<file path="src/rtl/blink_cmd_uart_rx.sv">
// blink_cmd_uart_rx: UART (8N1) command receiver holding the LED blinker configuration.
// Optional BLINK_CMD_PARITY_EN: frames become 8E1 with even-parity checking.
module blink_cmd_uart_rx #(
  parameter int unsigned CLK_FREQ     = 25_000_000,
  parameter int unsigned BAUD         = 115_200,
  parameter int unsigned TIMEOUT_CLKS = CLK_FREQ / 100
) (
  input  logic        clk,
  input  logic        rst_n,
  input  logic        uart_rx,
  output logic [31:0] half_period,
  output logic [7:0]  led_mask,
  output logic        cmd_valid,
  output logic        cmd_err
);

  localparam int unsigned CLKS_PER_BIT = CLK_FREQ / BAUD;
  localparam int unsigned CW           = $clog2(CLKS_PER_BIT + 1);
  localparam int unsigned TW           = $clog2(TIMEOUT_CLKS + 1);
  localparam logic [CW-1:0] BIT_END    = CW'(CLKS_PER_BIT - 1);
  localparam logic [CW-1:0] HALF_END   = CW'(CLKS_PER_BIT / 2 - 1);
  localparam logic [TW-1:0] TMO_END    = TW'(TIMEOUT_CLKS);
  localparam logic [31:0]   HP_RST     = 32'(CLK_FREQ / 10);
  localparam logic [7:0]    MASK_RST   = 8'h01;

  typedef enum logic [2:0] {
    RX_IDLE,
    RX_START,
    RX_DATA,
`ifdef BLINK_CMD_PARITY_EN
    RX_PARITY,
`endif
    RX_STOP,
    RX_BREAK
  } rx_state_t;

  typedef enum logic [1:0] {
    P_IDLE,
    P_PERIOD,
    P_MASK
  } p_state_t;

  logic            sync1_q, sync2_q, rx_prev_q;
  logic            rx_s;
  rx_state_t       rx_state_q, rx_state_d;
  logic [CW-1:0]   cnt_q, cnt_d;
  logic [2:0]      bit_idx_q, bit_idx_d;
  logic [7:0]      sh_q, sh_d;
  logic            byte_ok, rx_err;
`ifdef BLINK_CMD_PARITY_EN
  logic            par_bad_q, par_bad_d;
`endif

  p_state_t        p_state_q, p_state_d;
  logic [1:0]      idx_q, idx_d;
  logic [23:0]     acc_q, acc_d;
  logic [TW-1:0]   tmo_q, tmo_d;
  logic [31:0]     hp_q, hp_d;
  logic [7:0]      mask_q, mask_d;
  logic            valid_q, valid_d;
  logic            err_q, err_d;

  assign rx_s = sync2_q;

  always_comb begin
    rx_state_d = rx_state_q;
    cnt_d      = cnt_q + CW'(1);
    bit_idx_d  = bit_idx_q;
    sh_d       = sh_q;
    byte_ok    = 1'b0;
    rx_err     = 1'b0;
`ifdef BLINK_CMD_PARITY_EN
    par_bad_d  = par_bad_q;
`endif
    case (rx_state_q)
      RX_IDLE: begin
        cnt_d = '0;
        if (rx_prev_q && !rx_s) rx_state_d = RX_START;
      end
      RX_START: begin
        if (cnt_q == HALF_END) begin
          cnt_d      = '0;
          bit_idx_d  = '0;
          rx_state_d = rx_s ? RX_IDLE : RX_DATA;
        end
      end
      RX_DATA: begin
        if (cnt_q == BIT_END) begin
          cnt_d     = '0;
          sh_d      = {rx_s, sh_q[7:1]};
          bit_idx_d = bit_idx_q + 3'd1;
          if (bit_idx_q == 3'd7) begin
`ifdef BLINK_CMD_PARITY_EN
            rx_state_d = RX_PARITY;
`else
            rx_state_d = RX_STOP;
`endif
          end
        end
      end
`ifdef BLINK_CMD_PARITY_EN
      RX_PARITY: begin
        if (cnt_q == BIT_END) begin
          cnt_d      = '0;
          par_bad_d  = rx_s ^ (^sh_q);
          rx_state_d = RX_STOP;
        end
      end
`endif
      RX_STOP: begin
        if (cnt_q == BIT_END) begin
          cnt_d = '0;
          if (rx_s) begin
            rx_state_d = RX_IDLE;
`ifdef BLINK_CMD_PARITY_EN
            // parity failure is reported at the stop sample so a bad stop bit can't double-pulse
            if (par_bad_q) rx_err = 1'b1;
            else           byte_ok = 1'b1;
`else
            byte_ok = 1'b1;
`endif
          end else begin
            rx_err     = 1'b1;
            rx_state_d = RX_BREAK;
          end
        end
      end
      RX_BREAK: begin
        cnt_d = '0;
        if (rx_s) rx_state_d = RX_IDLE;
      end
      default: begin
        cnt_d      = '0;
        rx_state_d = RX_IDLE;
      end
    endcase
  end

  always_comb begin
    p_state_d = p_state_q;
    idx_d     = idx_q;
    acc_d     = acc_q;
    hp_d      = hp_q;
    mask_d    = mask_q;
    valid_d   = 1'b0;
    err_d     = 1'b0;
    tmo_d     = (p_state_q != P_IDLE) ? tmo_q + TW'(1) : '0;
    if (byte_ok) begin
      tmo_d = '0;
      case (p_state_q)
        P_IDLE: begin
          case (sh_q)
            8'h50: begin
              p_state_d = P_PERIOD;
              idx_d     = '0;
            end
            8'h4D: p_state_d = P_MASK;
            8'h52: begin
              hp_d    = HP_RST;
              mask_d  = MASK_RST;
              valid_d = 1'b1;
            end
            default: ;
          endcase
        end
        P_PERIOD: begin
          if (idx_q == 2'd3) begin
            p_state_d = P_IDLE;
            if ({acc_q, sh_q} != 32'd0) begin
              hp_d    = {acc_q, sh_q};
              valid_d = 1'b1;
            end else begin
              err_d = 1'b1;
            end
          end else begin
            acc_d = {acc_q[15:0], sh_q};
            idx_d = idx_q + 2'd1;
          end
        end
        P_MASK: begin
          mask_d    = sh_q;
          valid_d   = 1'b1;
          p_state_d = P_IDLE;
        end
        default: p_state_d = P_IDLE;
      endcase
    end else if (rx_err) begin
      err_d     = 1'b1;
      p_state_d = P_IDLE;
      tmo_d     = '0;
    end else if (p_state_q != P_IDLE && tmo_q == TMO_END) begin
      err_d     = 1'b1;
      p_state_d = P_IDLE;
      tmo_d     = '0;
    end
  end

  always_ff @(posedge clk or negedge rst_n) begin
    if (!rst_n) begin
      sync1_q    <= 1'b1;
      sync2_q    <= 1'b1;
      rx_prev_q  <= 1'b1;
      rx_state_q <= RX_IDLE;
      cnt_q      <= '0;
      bit_idx_q  <= '0;
      sh_q       <= '0;
`ifdef BLINK_CMD_PARITY_EN
      par_bad_q  <= 1'b0;
`endif
      p_state_q  <= P_IDLE;
      idx_q      <= '0;
      acc_q      <= '0;
      tmo_q      <= '0;
      hp_q       <= HP_RST;
      mask_q     <= MASK_RST;
      valid_q    <= 1'b0;
      err_q      <= 1'b0;
    end else begin
      sync1_q    <= uart_rx;
      sync2_q    <= sync1_q;
      rx_prev_q  <= sync2_q;
      rx_state_q <= rx_state_d;
      cnt_q      <= cnt_d;
      bit_idx_q  <= bit_idx_d;
      sh_q       <= sh_d;
`ifdef BLINK_CMD_PARITY_EN
      par_bad_q  <= par_bad_d;
`endif
      p_state_q  <= p_state_d;
      idx_q      <= idx_d;
      acc_q      <= acc_d;
      tmo_q      <= tmo_d;
      hp_q       <= hp_d;
      mask_q     <= mask_d;
      valid_q    <= valid_d;
      err_q      <= err_d;
    end
  end

  assign half_period = hp_q;
  assign led_mask    = mask_q;
  assign cmd_valid   = valid_q;
  assign cmd_err     = err_q;

endmodule

</file>
<file path="config.mk">
export PLATFORM = sky130hd
export DESIGN_NAME = blink_cmd_uart_rx
export DESIGN_NICKNAME = d
export VERILOG_FILES = /design/src/rtl/blink_cmd_uart_rx.sv
export SDC_FILE = /design/constraint.sdc
export NUM_CORES = 1
export LEC_CHECK = 0
export ABC_AREA = 1
export BUFFER_PORTS_ARGS = -buffer_cell sky130_fd_sc_hd__buf_2
export CAP_MARGIN = 20
export CORE_MARGIN = 3
export CORE_UTILIZATION = 35
export CTS_BUF_LIST = sky130_fd_sc_hd__clkbuf_16
export DETAILED_ROUTE_END_ITERATION = 10
export SLEW_MARGIN = 20
export SYNTH_ARGS = -nofsm -noshare
export SYNTH_HDL_FRONTEND = slang
export SYNTH_SLANG_ARGS = --single-unit
</file>
<file path="constraint.sdc">
create_clock -name clk -period 1.8 [get_ports clk]
set_input_delay 0.27 -clock clk [delete_from_list [all_inputs] [get_ports clk]]
set_output_delay 0.27 -clock clk [all_outputs]
set_load 0.005 [all_outputs]
</file>
* After elaboration in Yosys (flattened, before gate mapping) *
Cells that the tools add are included.

word-level totals
  register bits after elaboration = 113
  logic and storage cells = 118
  bits of input ports = 3
  output and inout port bits = 42

cells by class
  bitwise operators = 1
  equal/unequal tests = 27
  multiplexer cells = 51
  add/sub/neg operators = 4
  reductions and logical operators = 20

operator list
  cell                   count
  $mux 32                3
  $mux 18                4
  $pmux 32 s2            1
  $eq 8x7->1 const B     4
  $pmux 8 s2             2
  $reduce_bool 32->1     1
  $mux 3                 9
  $mux 8                 3
  $add 18x1->18 const B  1
  $eq 18x18->1 const B   1
  $ne 2x2->1 const B     9
  $mux 1                 16
  $pmux 3 s5             1
  $mux 2                 7
  $pmux 2 s2             3
  $reduce_and 3->1       4
  $add 8x1->8 const B    1
  $eq 8x8->1 const B     1
  $reduce_bool 2->1      4
  $eq 3x2->1 const B     2
  $eq 3x3->1 const B     2
  $pmux 3 s2             1
  $reduce_and 6->1       1
  $reduce_and 5->1       1
  18 further kinds       21

* Longest topological paths before layout *
  depth in word-level cells = 5
  mapped depth = 12
  mapped depth without buffers = 11

* Least setup slack after synthesis *
No wires, ideal clock.

  kind = reg2reg
  start = register cnt_q[0]
  end = register hp_q[11], in the netlist half_period[11]
  buffers on the path = 1
  cell stages (with the launch flop) = 13
  library setup time = 0.117 ns
  arrival time = 1.568 ns
  setup slack = 0.116 ns
  data required time = 1.683 ns
  cells stage by stage = dfrtp_1 inv_1 ha_1 inv_1 nor2_2 nand3_2 nor2_4 nand2_4 nor2_8 nand2_4 buf_6 nand2_1 nand2_1

on the way
  longest elaborated chain between the ends = 4

RTL lines
  what                               line  source
  from (decl)                        46    logic [CW-1:0] cnt_q, cnt_d;
  from (signal assigned)             223   cnt_q <= cnt_d;
  $eq 8x8->1                         111   if (cnt_q == BIT_END) begin
  $mux 1                             111
  $mux 1                             75    case (rx_state_q)
  $reduce_and 5->1 (no source line)  -
  to (signal assigned)               233   hp_q <= hp_d;
  to (decl)                          58    logic [31:0] hp_q, hp_d;

Every way passes these cells.
A chain may end at the register's enable or synchronous reset.

* Final worst setup path *
  start = register cnt_q[1]
  end = register hp_q[8], in the netlist half_period[8]

Same word-level chain as after synthesis.

==> out/results.tsv <==
stage	metric	value	unit
outcome	status	finished, final reports clean	
timing	highest clock rate	568	MHz
grt	vias in the first global route	4404	
power_and_ir_drop	register share of total power	0.395	
clock_tree	Root Driver	clkbuf_16	
layout	post-route insts no fill	1015	
timing	clk_skew	0.00840	ns
floorplanning	I/O pin count	45	
synthesis	Post-Synth XOR/XNOR Area	0.0175	
timing	Final WS setup	0.0394	ns
synthesis	simple-gate share of the synthesized area	0.287	
timing	final setup fails	0	
clock_tree	CTS buffer count	17	
min_path	Hold Path Class	reg -> reg	
synthesis	synth warn	0	
min_path	HP Start	sync1_q	
synthesis	gate count of the mapped netlist	699	
timing	slew at the pin closest to its max-slew limit	0.497	ns
clock_tree	CTS tree	yes	
grt	GRT overflow	0	
synthesis	#FFs+latches synth	113	
power_and_ir_drop	Comb pwr share	0.069	
detailed_routing	Pre-antenna DRT Iters	6	
layout	Multi-input gate area	2260	um^2
flow_run	max-capacitance violation count	0	
synthesis	Cell variety after synth	33	
setup_path	crit-path max FO	7	
power_and_ir_drop	Sw Share	0.224	
synthesis	asr flop ratio synth	1.00	
layout	area delta synth->final	28.3	%
synthesis	adder-cell area share of the yosys netlist	0.0159	
floorplanning	Die ar.	17300	um^2
power_and_ir_drop	PnR Total Power	6.68	mW
setup_path	CP endpoint kind	register	
timing	Fin Setup TNS	0	ns
synthesis	Compound-Gate Fraction of Synth Area	0.0687	
detailed_routing	Routed Antenna Nets	0	
power_and_ir_drop	Clk network pwr share	0.536	
power_and_ir_drop	Leak	3.84	nW
placed_design	IO buf count	44	
power_and_ir_drop	Int Pwr	5.19	mW
setup_path	Critical Path RT	2.16	ns
setup_path	FF-to-FF Start	cnt_q[1]	
detailed_routing	DRT iter0 DRCs	226	
synthesis	area share of the largest cell type after synthesis	0.458	
timing	min cycle time layout	1.76	ns
timing	fin crit share	0.978	
detailed_routing	Routed WL per cell	12.9	um
synthesis	main combinational cell family by area after synthesis	simple AND/OR/NAND/NOR gates	
synthesis	Syn Area/Cell	7.89	um^2
layout	Final nets	802	
layout	n_diodes	0	
floorplanning	Die Width	132	um
detailed_routing	post-DR vias/cell	4.61	
synthesis	syn_nets	709	
placed_design	RePlAce Congestion	0.821	
floorplanning	Core Region	15300	um^2
synthesis	Post-synth EDFFs	0	
power_and_ir_drop	pwr dens	945	nW/um^2
setup_path	Worst setup SP type	register	
setup_path	CP Launch Point	cnt_q[1]	
clock_tree	H-tree levels	4	
synthesis	most numerous cell in the Yosys netlist	nand2_1	
placed_design	placed cell count	973	
layout	final instance area	7070	um^2
timing	RSZ-0062 raised after global routing	yes	
timing	Pins Over Slew Limit	0	
detailed_routing	Routed WL	13100	um
clock_tree	clk sink count	113	
grt	initial antenna violation count	0	
floorplanning	Die H	132	um
layout	layout cells sized above 1	0.201	
power_and_ir_drop	Peak supply drop	0.710	mV
setup_path	Setup Crit Path Kind	reg -> reg	
synthesis	area leader, netlist	dfrtp_1	
power_and_ir_drop	NetSw	1.50	mW
layout	Reg area	2840	um^2
grt	first-pass GRT wire length	20900	um
grt	Tot GR Track Use	0.148	
clock_tree	Max clock buf depth	2	
floorplanning	Starting Density	0.360	
synthesis	Post-Syn Area	5520	um^2
detailed_routing	via count	4677	
clock_tree	clk_lat worst skew	0.42	ns
placed_design	pre-CTS setup slack	-0.0236	ns
synthesis	Most used DFF post-synth	dfrtp_1	
synthesis	Post-synth top cells	nand2_1, dfrtp_1, inv_1	
synthesis	mux contribution to synthesized area	0	
placed_design	detailed placement HPWL	8660	um
detailed_routing	# DRC	0	
clock_tree	Reg clk slew, reported paths	0.05	ns
synthesis	Synth area leaders	dfrtp_1, nand2_1, inv_1	
placed_design	Placement Cell Area	6210	um^2
timing	max_slew headroom	0.669	
synthesis	sequential area share after synthesis	0.515	
layout	fill count	1529	
grt	largest net degree at the start of global routing	50	
timing	final hold violations	0	
floorplanning	floorplan row count	45	
setup_path	Crit path arrival time	2.12	ns
[layer usage]
metal  vias to the layer above  GRT usage  wire [um]
li1                       2368          -          -
met1                      2193      0.188       6020
met2                        97      0.242       6360
met3                        19     0.0417        525
met4                         0     0.0519        195
met5                         -          0          0
[path summary, 6_finish.rpt]
kind                                    to  slack, ns  cells past startpoint
min in group asynchronous  half_period[26]       0.37                      2
hold reg to reg                       rx_s       0.36                      0
max in group asynchronous        rx_prev_q       0.78                      3
setup / recovery            half_period[8]       0.04                     12
setup reg to reg            half_period[8]       0.04                     12
hold / removal                        rx_s       0.36                      0
[repair_timing]
action | CTS | global route
buffers inserted | 0 | 4
resized for setup | 3 | 24
pin swaps | 0 | 14
cloned | 0 | 5
endpoints found under the setup margin | 25 | 77
hold buffers | 2 | 0
hold endpoints to repair | 33 | 0
[power groups by stage]
stage          Clock (mW)  Combinational (mW)  Sequential [mW]
2_1_floorplan           0               0.246             2.68
3_3_place_gp            0               0.431             2.68
3_5_place_dp            0               0.433             2.68
4_1_cts              3.65               0.441             2.64
5_1_grt              3.76               0.528             2.65
6_report             3.58               0.460             2.64
[cell type report]
| type | instances | share of cell area |
|---|---|---|
| Multi-Input combinational cell | 464 | 0.320 |
| Inverter | 104 | 0.0552 |
| Tap cell | 211 | 0.0373 |
| Clock buffer | 17 | 0.0601 |
| Sequential cell | 113 | 0.402 |
| Timing Repair Buffer | 92 | 0.0980 |
| Clock inverter | 14 | 0.0279 |
[state kept, by name, summed over array words and instances (netlist names)]
signal / flops
half_period: 32
acc_q: 24
tmo_q: 18
cnt_q: 8
led_mask: 8
sh_q: 8
bit_idx_q: 3
rx_state_q: 3
idx_q: 2
p_state_q: 2
cmd_err: 1
cmd_valid: 1
rx_prev_q: 1
rx_s: 1
sync1_q: 1
[cells in the final DEF (no fill, tap or decap), types with 12 or more instances in the layout]
cell type	n
nand2_1	193
dfrtp_1	101
inv_1	99
nor2_1	87
nand3_1	52
o21ai_0	44
buf_2	43
buf_4	38
clkbuf_16	19
a21oi_1	12
nand4_1	12
dfstp_2	12
[worst max-delay path: stages, from the launching register on]
cell	delay, ns
dfrtp_1	0.37
inv_1	0.06
ha_2	0.17
inv_2	0.04
nor2_4	0.13
nand3_4	0.10
nor2_4	0.15
nand2_4	0.08
nor2_8	0.14
buf_12	0.14
clkbuf_16	0.15
nand3_1	0.07
nand2_1	0.09
[cells by family after synthesis]
family	Yosys count
compound gates	72
xor+xnor	11
fa+ha+maj	7
buf+inv	124
flops	113
simple gates	372
[through the flow]
| step | util | hold WS, ns |
|---|---|---|
| global placement | 0.405 | 0.273 |
| detailed placement | 0.405 | 0.276 |
| global route | 0.462 | 0.359 |
| floorplan | - | -0.0256 |
| finish | 0.462 | 0.356 |
| CTS | 0.448 | 0.357 |
Power figures use the tool's default switching activity.
